[src/rtl/pacman_pkg.sv]
// Shared Pac-Man position/direction encodings and grid helpers, used by the
// controller and the display decoder.
package pacman_pkg;

   localparam int unsigned POS_W      = 4;
   localparam int unsigned DIR_W      = 3;
   localparam int unsigned IDX_W      = 3;
   localparam int unsigned COL_W      = 2;
   localparam int unsigned NUM_DIGITS = 4;
   localparam int unsigned NUM_BTNS   = 4;

   localparam logic ROW_TOP = 1'b0;
   localparam logic ROW_BOT = 1'b1;

   typedef enum logic [POS_W-1:0] {
      POS_A = 4'd0, POS_B = 4'd1, POS_C = 4'd3, POS_D = 4'd4,
      POS_E = 4'd5, POS_F = 4'd6, POS_G = 4'd7, POS_H = 4'd8
   } pos_e;

   typedef enum logic [DIR_W-1:0] {
      DIR_UP = 3'd0, DIR_DOWN = 3'd1, DIR_LEFT = 3'd2, DIR_RIGHT = 3'd3
   } dir_e;

   typedef struct packed {
      logic             valid;
      logic             row;
      logic [COL_W-1:0] col;
   } cell_t;

   function automatic cell_t pos_to_cell(input logic [POS_W-1:0] p);
      cell_t c;
      c = '{valid: 1'b1, row: ROW_TOP, col: 2'd0};
      case (p)
         POS_A:   c.col = 2'd0;
         POS_B:   c.col = 2'd1;
         POS_C:   c.col = 2'd2;
         POS_D:   c.col = 2'd3;
         POS_E:   begin c.row = ROW_BOT; c.col = 2'd0; end
         POS_F:   begin c.row = ROW_BOT; c.col = 2'd1; end
         POS_G:   begin c.row = ROW_BOT; c.col = 2'd2; end
         POS_H:   begin c.row = ROW_BOT; c.col = 2'd3; end
         default: c.valid = 1'b0;
      endcase
      return c;
   endfunction

   function automatic logic [POS_W-1:0] cell_to_pos(input logic row, input logic [COL_W-1:0] col);
      logic [POS_W-1:0] p;
      case ({row, col})
         3'b000:  p = POS_A;
         3'b001:  p = POS_B;
         3'b010:  p = POS_C;
         3'b011:  p = POS_D;
         3'b100:  p = POS_E;
         3'b101:  p = POS_F;
         3'b110:  p = POS_G;
         default: p = POS_H;
      endcase
      return p;
   endfunction

   // One step on the 2x4 torus-in-row grid; vertical moves saturate at the edges.
   function automatic logic [POS_W-1:0] next_pos(input logic [POS_W-1:0] p, input logic [DIR_W-1:0] d);
      cell_t c;
      c = pos_to_cell(p);
      if (!c.valid) return POS_A;
      case (d)
         DIR_UP:    c.row = ROW_TOP;
         DIR_DOWN:  c.row = ROW_BOT;
         DIR_LEFT:  c.col = c.col - 2'd1;
         DIR_RIGHT: c.col = c.col + 2'd1;
         default:   c.col = c.col;
      endcase
      return cell_to_pos(c.row, c.col);
   endfunction

endpackage

[src/rtl/pacman_ctrl_tick_gen.sv]
// Free-running modulo-DIV counter; tick is high on the wrap cycle while enabled.
module tick_gen #(
   parameter int unsigned DIV = 2
) (
   input  logic clk,
   input  logic rst,
   input  logic en,
   output logic tick
);

   localparam int unsigned CNT_W = (DIV > 1) ? $clog2(DIV) : 1;

   logic [CNT_W-1:0] cnt_q, cnt_d;
   logic             wrap_c;

   assign wrap_c = (cnt_q == CNT_W'(DIV - 1));
   assign tick   = en & wrap_c;

   always_comb begin
      cnt_d = cnt_q;
      if (en) cnt_d = wrap_c ? '0 : cnt_q + CNT_W'(1);
   end

   always_ff @(posedge clk) begin
      if (rst) cnt_q <= '0;
      else     cnt_q <= cnt_d;
   end

endmodule

[src/rtl/pacman_ctrl.sv]
// Pac-Man position/heading controller with 4-digit display scan timing.
module pacman_ctrl
   import pacman_pkg::*;
#(
   parameter int unsigned REFRESH_DIV = 100000,
   parameter int unsigned MOVE_DIV    = 50000000
) (
   input  logic             clk,
   input  logic             rst,
   input  logic             run,
   input  logic             btn_up,
   input  logic             btn_down,
   input  logic             btn_left,
   input  logic             btn_right,
   output logic [POS_W-1:0] state,
   output logic [DIR_W-1:0] direction,
   output logic [IDX_W-1:0] idx,
   output logic [3:0]       anodes,
   output logic             move_tick
);

   logic                refresh_tick_c, step_tick_c;
   logic [NUM_BTNS-1:0] btn_c, rise_c;

   logic [NUM_BTNS-1:0] btn_prev_q, btn_prev_d;
   logic [NUM_BTNS-1:0] btn_block_q;
   logic [POS_W-1:0]    state_q, state_d;
   logic [DIR_W-1:0]    dir_q, dir_d;
   logic                move_tick_q, move_tick_d;
   logic [IDX_W-1:0]    idx_q, idx_d;
   logic [3:0]          anodes_q, anodes_d;

   tick_gen #(.DIV(REFRESH_DIV)) u_refresh (
      .clk (clk), .rst (rst), .en (1'b1), .tick (refresh_tick_c)
   );

   tick_gen #(.DIV(MOVE_DIV)) u_move (
      .clk (clk), .rst (rst), .en (run), .tick (step_tick_c)
   );

   // btn_block_q masks buttons that were already high while reset was applied.
   assign btn_c  = {btn_up, btn_down, btn_left, btn_right};
   assign rise_c = btn_c & ~btn_prev_q & ~btn_block_q;

   always_ff @(posedge clk) begin
      if (rst) begin
         btn_prev_q  <= '0;
         btn_block_q <= btn_c;
         state_q     <= POS_A;
         dir_q       <= DIR_RIGHT;
         move_tick_q <= 1'b0;
         idx_q       <= '0;
         anodes_q    <= 4'b1110;
      end else begin
         btn_prev_q  <= btn_prev_d;
         btn_block_q <= '0;
         state_q     <= state_d;
         dir_q       <= dir_d;
         move_tick_q <= move_tick_d;
         idx_q       <= idx_d;
         anodes_q    <= anodes_d;
      end
   end

   // Heading and position; the step reads the heading held before this edge.
   always_comb begin
      btn_prev_d  = btn_c;
      dir_d       = dir_q;
      state_d     = state_q;
      move_tick_d = step_tick_c;
      if      (rise_c[3]) dir_d = DIR_UP;
      else if (rise_c[2]) dir_d = DIR_DOWN;
      else if (rise_c[1]) dir_d = DIR_LEFT;
      else if (rise_c[0]) dir_d = DIR_RIGHT;
      if (step_tick_c) state_d = next_pos(state_q, dir_q);
   end

   always_comb begin
      idx_d    = idx_q;
      anodes_d = anodes_q;
      if (refresh_tick_c) begin
         idx_d    = (idx_q == IDX_W'(NUM_DIGITS - 1)) ? '0 : idx_q + IDX_W'(1);
         anodes_d = ~(4'(4'b0001 << idx_d[1:0]));
      end
   end

   assign state     = state_q;
   assign direction = dir_q;
   assign idx       = idx_q;
   assign anodes    = anodes_q;
   assign move_tick = move_tick_q;

endmodule
[config.mk]
export PLATFORM = sky130hd
export DESIGN_NAME = pacman_ctrl
export DESIGN_NICKNAME = d
export VERILOG_FILES = /design/src/rtl/pacman_pkg.sv /design/src/rtl/pacman_ctrl_tick_gen.sv /design/src/rtl/pacman_ctrl.sv
export SDC_FILE = /design/constraint.sdc
export NUM_CORES = 1
export LEC_CHECK = 0
export CAP_MARGIN = 10
export CORE_ASPECT_RATIO = 1.5
export CORE_MARGIN = 2
export CORE_UTILIZATION = 45
export DETAILED_ROUTE_END_ITERATION = 7
export HOLD_SLACK_MARGIN = 0.1
export PLACE_DENSITY_LB_ADDON = 0.08
export SETUP_SLACK_MARGIN = 0.15
export SYNTH_ARGS = -nofsm -noshare
export SYNTH_HDL_FRONTEND = slang
export SYNTH_HIERARCHICAL = 1
export SYNTH_SLANG_ARGS = --single-unit
export TNS_END_PERCENT = 50
[constraint.sdc]
create_clock -name clk -period 3.1 [get_ports clk]
set_input_delay 0.62 -clock clk [delete_from_list [all_inputs] [get_ports clk]]
set_output_delay 0.62 -clock clk [all_outputs]
set_load 0.005 [all_outputs]
==> impl_metrics.csv <==
group,metric,value,unit
power_and_ir_drop,combPwrFrac,4.0,%
power_and_ir_drop,p_per_area,489,mW/mm^2
cts,clk_path_buf_depth,2,
cts,cts_made_buffers,9,
finish,fillers,764,
power_and_ir_drop,swShare,21.4,%
floorplan,die-area,0.00840,sq mm
worst_setup_path,endpoint_kind,"flop",
power_and_ir_drop,intPower,1.53,mW
cts,cts_tree,"yes",
timing,rsz0062_at_grt,"no",
place,gp_congestion,0.784,
floorplan,die_h,111,um
power_and_ir_drop,pwr-share-seq,44.9,%
finish,layout-drive-gt1-share,10.5,%
place,io_buffers,20,
hold_path,hp-class,"flop to flop",
floorplan,io_pins,22,
cts,cts_resized,0,
global_routing,grt_max_degree,26,
detailed_routing,antenna_left,0,
timing,fmax,0.400,GHz
detailed_routing,first_iter_violations,100,
place,dp_hpwl,4940,um
synth,ys.flop_type,"dfxtp_1",
worst_setup_path,cp_max_fo,5,
synth,ys_ff_latch,65,
worst_setup_path,slowest_stage,"clkdlybuf4s50_1",
worst_setup_path,crit_family,"simple AND/OR/NAND/NOR gates",
worst_setup_path,startpoint_type,"input pin",
synth,synth.avg_cell_area,8.89,sq um
synth,yosysTopAreaCell,"dfxtp_1",
worst_setup_path,crit_path_max_incr_delay,0.47,ns
worst_setup_path,cp.required,3.35,ns
floorplan,dieWidth,75.5,um
flow_run,drv_cap,0,
floorplan,core_area,0.00751,sq mm
floorplan,rows,39,
cts,ctsHoldBuffers,0,
synth,syn-instance-count,388,
timing,drv_slew,0,
synth,synth_edf_count,0,
cts,ctsRootBufferMaster,"clkbuf_16",
timing,worstMarginPinSlew,0.725,ns
power_and_ir_drop,pwr-share-clk,51.1,%
cts,clk-insertion-delay-late,0.33,ns
global_routing,grt-ovfl-total,0,
synth,synth_area,0.00345,sq mm
timing,setup_viol,0,
finish,final_common_cell,"dfxtp_1",
detailed_routing,drtPass1Iterations,4,
detailed_routing,drc_errors,0,
power_and_ir_drop,ir_worst_vdd,0.000306,V
finish,mostFrequentLayoutCells,"dfxtp_1, nor2_1, nand2_1",
power_and_ir_drop,p_switching,417,uW
global_routing,grt_pass1_wl,12100,um
cts,cts_max_level,3,
timing,slew_headroom,51.7,%
global_routing,antenna_found_initial,0,
outcome,outcome,"completed",
power_and_ir_drop,finalPower,1.94,mW
timing,hold_viol_final,0,
floorplan,start_util,45.9,%
finish,post-route-util,52.9,%
worst_setup_path,cp_data_arrival_time,2.75,ns
synth,synth.distinct_cells,58,
finish,syn_to_final_growth,15.3,%
global_routing,grt_usage,18.6,%
cts,clk_pin_slew,0.05,ns
worst_setup_path,path_cells,"clkdlybuf4s50_1, and4_1, nand4_1, nor3_1, inv_1, a2111oi_4, o2111ai_1, o211ai_1",
worst_setup_path,critPathKind,"input pin to flop",
synth,synth_top_area_share,37.7,%
timing,fin_tns_setup,0,ns
synth,synth_warnings,6,
detailed_routing,wl,6930,um
power_and_ir_drop,leakage,1.35,nW
cts,cts.sinks,65,
timing,fin_crit,2.50,ns
global_routing,first_global_vias,2745,
detailed_routing,vias,2804,
timing,hold_slack,0.462,ns
detailed_routing,via_per_inst,5.47,
finish,fin_nets,422,
synth,synthTopCellsByArea,"dfxtp_1, nor2_1, xor2_1, xnor2_1, nand4_1",
worst_setup_path,worstPathBufferInverterCount,2,
synth,yosysSeqAreaShare,37.7,%
detailed_routing,wl_per_cell,13.5,um
finish,num_antenna_cells,0,
timing,fin_skew,0.00604,ns
cts,post-cts-setup-buffers,0,
timing,fin_crit_sh,80.6,%
synth,synthArstFlopShare,0,%
-- worst paths after layout --
path	startpoint	end	slack (ns)	cells after the start
hold reg to reg	idx[2]	idx[2]	0.46	2
hold / removal	idx[2]	idx[2]	0.46	2
setup / recovery	run	state[0]	0.60	8
setup reg to reg	u_move/cnt_q[0]	state[0]	0.65	8
-- through the flow --
step | setup slack (ns) | area [sq um] | instances
global route | 0.380 | 3980 | 513
CTS | 0.597 | 3980 | 513
global placement | 0.311 | 3680 | 498
finish | 0.600 | 3980 | 513
floorplan | 0.744 | 3470 | 393
detailed placement | 0.242 | 3680 | 498
-- registers in the layout, indices dropped and copies added (netlist names), 2 cells and up --
signal           count
u_move/cnt_q        26
idx                  3
btn_prev_q           4
u_refresh/cnt_q     17
btn_block_q          4
state                4
direction            2
anodes               4
-- tightest hold or removal path, delay by kind of cell, from the launching register on --
family	cells	cell delay, ns
AOI/OAI and AO/OA	1	0.05
DFF	1	0.30
buffers and inverters	1	0.07
-- final cells by class --
type / instances / area (sq um) / area share, %
Clock buffer: 10 / 239 / 6.01
Clock inverter: 5 / 56.3 / 1.42
Inverter: 9 / 33.8 / 0.849
Multi-Input combinational cell: 295 / 1970 / 49.4
Sequential cell: 65 / 1300 / 32.7
Tap cell: 102 / 128 / 3.21
Timing Repair Buffer: 27 / 253 / 6.35
-- synthesized netlist by cell type, types with 2 or more instances --
library cell  instances
and2_1                5
dfxtp_1              65
o211ai_1              2
or4_4                 4
or3b_1                2
a211oi_1              3
clkbuf_1              3
nand3b_1              3
nor4_1                6
nor2_1               41
xnor2_1              14
buf_4                 6
mux2i_1               6
conb_1                2
ha_1                  8
a21oi_1              17
and3_1                5
nand4_2               2
and4_1                5
o31ai_1               9
a211oi_2              2
nor3b_1               3
nand3_1              16
a22o_1                2
a21oi_2               3
or2_2                 2
nand4_1              18
and3_2                2
xor2_1               15
inv_1                 9
nor3_1                6
or4_1                 7
nand2b_1              5
o31ai_4               2
nor2b_1              11
nand2_1              23
nor4b_1               5
buf_2                 8
buf_6                 6
or3_1                 6
o21ai_0              12
-- logic make-up (layout without fill, tap and decap cells) --
group | Yosys count | in the layout | synth area share, %
AND/OR/NAND/NOR | 182 | 182 | 30.5
buffers and inverters | 33 | 51 | 5.84
adder cells (fa/ha/maj) | 8 | 8 | 2.90
XOR/XNOR | 29 | 29 | 7.36
multiplexers | 6 | 6 | 1.74
flip-flops | 65 | 65 | 37.7
other | 2 | 7 | 0.218
AO/OA/AOI/OAI | 63 | 63 | 13.7
-- metal layers --
layer  global-route usage [%]  vias to the layer above  share of wire, %
met5                        0                        -                 0
met2                     32.7                       34                54
met4                     8.65                        0               2.3
met3                     5.36                       12               2.5
li1                         -                     1427                 -
met1                     19.3                     1331                41
-- power by group through the flow --
stage	combinational [mW]	sequential [mW]	clock [mW]
floorplan	0.0678	0.877	0
global placement	0.0769	0.889	0
detailed placement	0.0785	0.891	0
CTS	0.0791	0.872	1.02
global route	0.0892	0.875	1.06
finish	0.0770	0.873	0.994
Power figures use the tool's default switching activity.
==> RTL edit 1, RTL diff (config.mk and constraints unchanged) <==
Put one more register stage on the output `anodes`. The value now appears one clock later. The other outputs are not delayed to match.
--- a/src/rtl/pacman_ctrl.sv
+++ b/src/rtl/pacman_ctrl.sv
@@ -89,3 +89,5 @@
    assign idx       = idx_q;
-   assign anodes    = anodes_q;
+   always_ff @(posedge clk) begin
+      anodes <= anodes_q;
+   end
    assign move_tick = move_tick_q;
Formal check against the unedited RTL: not equivalent (a bounded check fails within 4 cycles, from zero or initial values and one cycle with rst high).
==> RTL edit 1 against the unedited design <==
Design area up 1.4%; setup slack improved by 0.060 ns; synthesized cell count grew 1.0%; total power up 7.7%; first-iteration DRC count rose by 17%; sequential cell count grew 4; worst hold slack got worse by 0.11 ns; sequential power increased by 5.4%; synthesized area increased by 0.36%; wire length down 0.43%.
==> RTL edit 1: results (changes against the unedited design) <==
[clock_tree]
cts.path.max_buffers=2  ; unchanged
cts_root_buf=clkbuf_16

[yosys]
synth-seq-area-share=0.3988  ; +0.02176
avgSynthCellArea_um2=8.835  ; -0.66%
synth-compound-area-share=0.1362  ; -0.001219
synth-xor-area-share=0.06828  ; -0.005324
synthMuxAreaShare=0.01445  ; -0.002953
synth_common_cells=dfxtp_1 (69), nor2_1 (43), nand2_1 (26), nand4_1 (18)
synth_cell_type_count=61  ; +5.2%
ys_top_cells_by_area=dfxtp_1 (40%), nor2_1 (4.7%), xor2_1 (3.5%)
yosys.area_share.adder=0.02890  ; -0.0001048

[power]
irDropWorstVdd_mv=0.3022  ; -1.2%
pwr_density_cell_mw_per_mm2=518.7  ; +6.1%
power_switching_uw=427.0  ; +2.5%
seq_power_uw=920  ; +5.4%
p_clk_mw=1.10  ; +11%
p_leak_nw=1.390  ; +3.1%

[setup_path]
critPathMaxFanout=4  ; -1
regToRegSetupSlack_ns=0.74  ; +0.09 ns

[finish]
nets=428  ; +1.4%
drive_gt1_frac=0.1005  ; -0.004144
instances_no_fill=520  ; +1.4%

[sta]
worst_pin_slew_ns=0.7147  ; -0.01043 ns
fin_skew_ns=0.003294  ; -0.002750 ns
fin_hold_ws_ns=0.3513  ; -0.1105 ns

[grt]
grt_max_degree=25  ; -3.8%
grt_pass1_vias=2667  ; -2.8%
grt_use_total=0.1788  ; -0.006749
grt_pass1_wl_um=11760  ; -3.0%

[placement]
place_congestion=0.8386  ; +7.0%
place_area_mm2=0.003709  ; +0.71%
dp_hpwl_um=4809  ; -2.6%
pre_cts_slack_ns=0.3275  ; +0.08501 ns
post-place-cells=504  ; +1.2%

[route]
routed_wl_um=6898  ; -0.43%
drt_iter0_markers=117  ; +17%
viasPerCell=5.404  ; -1.1%

[outcome]
status=completed

RTL edit 1: layer usage:
layer | vias up | GRT usage | wire length, um
met2 | 36 | 0.3049 | 3618
met1 | 1313 | 0.2028 | 3031
met5 | - | 0 | 0
met3 | 7 | 0.04072 | 161
li1 | 1454 | - | -
met4 | 0 | 0.08538 | 87
RTL edit 1: final timing paths:
kind | from | end | depth (start not counted)
setup / recovery | run | state[0] | 8
hold / removal | anodes_q[2] | anodes[2] | 0
setup reg to reg | u_move/cnt_q[0] | state[0] | 8
hold reg to reg | anodes_q[2] | anodes[2] | 0
RTL edit 1: area by class of cell:
cell class / instances / area (um2)
clock inverters: 5 / 83.83
inverters: 9 / 33.78
clock buffers: 11 / 242.7
well taps: 102 / 127.6
multi-input cells: 298 / 1921
repair buffers: 26 / 245.2
flip-flops and latches: 69 / 1381
fillers: 741 / 3528
RTL edit 1: critical path: cells and delay by family:
family                 cells  cell delay (ns)
AND/OR/NAND/NOR            6             1.43
AO/OA/AOI/OAI              1             0.17
buffers and inverters      1             0.48
==> RTL edit 2, RTL diff (config.mk and constraints unchanged) <==
Made on the original files. Make the reset (`rst`) asynchronous in one clocked block.
--- a/src/rtl/pacman_ctrl_tick_gen.sv
+++ b/src/rtl/pacman_ctrl_tick_gen.sv
@@ -23,3 +23,3 @@
 
-   always_ff @(posedge clk) begin
+   always_ff @(posedge clk or posedge rst) begin
       if (rst) cnt_q <= '0;
Check against the original RTL: no difference found for any inputs over 10 cycles, from zero or initial values and one cycle with rst high; that may be too few to reach the edited logic, so the function may still have changed.
==> RTL edit 2 against the unedited design <==
Setup slack worse by 0.060 ns; sequential cell count did not move; design area decreased by 1.2%; synthesized area fell by 1.4%; critical path depth did not move; wire length down 8.0%.
Power is not compared: it rests on default switching activity, and its combinational part moved more than twofold at a synthesized area within 25%.
==> RTL edit 2: results (changes against the unedited design) <==
[outcome]
status=completed

[route]
wl_met1_um=2907  ; +1.2%
wire_per_inst_um=13.33  ; -1.3%
route.met3.wl_um=166  ; -4.0%
num_vias=2484  ; -11%
drt_iter0_markers=74  ; -26%

[yosys]
synthMuxAreaShare=0.01765  ; +0.0002431
synth_common_cells=dfrtp_1 (43), nor2_1 (40), nand2_1 (26), dfxtp_1 (22), xnor2_1 (21)
synth_cells=347  ; -11%
synth-compound-area-share=0.08750  ; -0.04992
synth_cell_type_count=60  ; +3.4%
ys_top_cells_by_area=dfrtp_1 (32%), dfxtp_1 (13%), xnor2_1 (5.4%)
async_flop_share=0.6615  ; +0.6615
synth-xor-area-share=0.09779  ; +0.02419
synth-seq-area-share=0.4456  ; +0.06850

[grt]
use_met3=0.03832  ; -0.01532
grt_max_degree=27  ; +3.8%
met2_usage=0.2789  ; -0.04801
grt_util_met1=0.2068  ; +0.01407

[finish]
fillers=680  ; -11%
buffer_area_frac=0.06240  ; -0.001142
seq-cell-share=0.3859  ; +0.05872
multi_input_area_share=0.4518  ; -0.04273
instances_no_fill=478  ; -6.8%
clock_buffers=13  ; +3
drive_gt1_frac=0.1005  ; -0.004094

[clock_tree]
cts_root_buf=clkbuf_8

[setup_path]
crit_path_max_incr_delay_ns=0.49  ; +0.02 ns

[sta]
fin_hold_ws_ns=0.4728  ; +0.01106 ns

[placement]
dp_hpwl_um=4479  ; -9.3%

==> RTL edit 2: cell types whose count changed after synthesis, moves of 5 or more <==
cell	delta
a21oi_1	-10
and3_1	+5
dfrtp_1	+43
dfxtp_1	-43
nand4_1	-5
o31ai_1	-7
or3_1	-5
or4_1	-5
xnor2_1	+7
==> RTL edit 2: power by group through the flow <==
stage | logic, mW | registers [mW] | clock network [mW]
global route | 0.305 | 1.08 | 0.867
global placement | 0.257 | 1.08 | 0
finish | 0.263 | 1.07 | 0.805
detailed placement | 0.266 | 1.08 | 0
floorplan | 0.223 | 1.05 | 0
CTS | 0.268 | 1.07 | 0.827
==> RTL edit 2: how the worst max path moves through the flow <==
stage | startpoint | to | slack [ns]
after floorplan | run | state[0] | 0.99
after global placement | run | state[0] | 0.30
after detailed placement | run | state[0] | 0.17
after CTS | run | state[0] | 0.54
after global routing | run | state[0] | 0.28
final | run | state[0] | 0.54
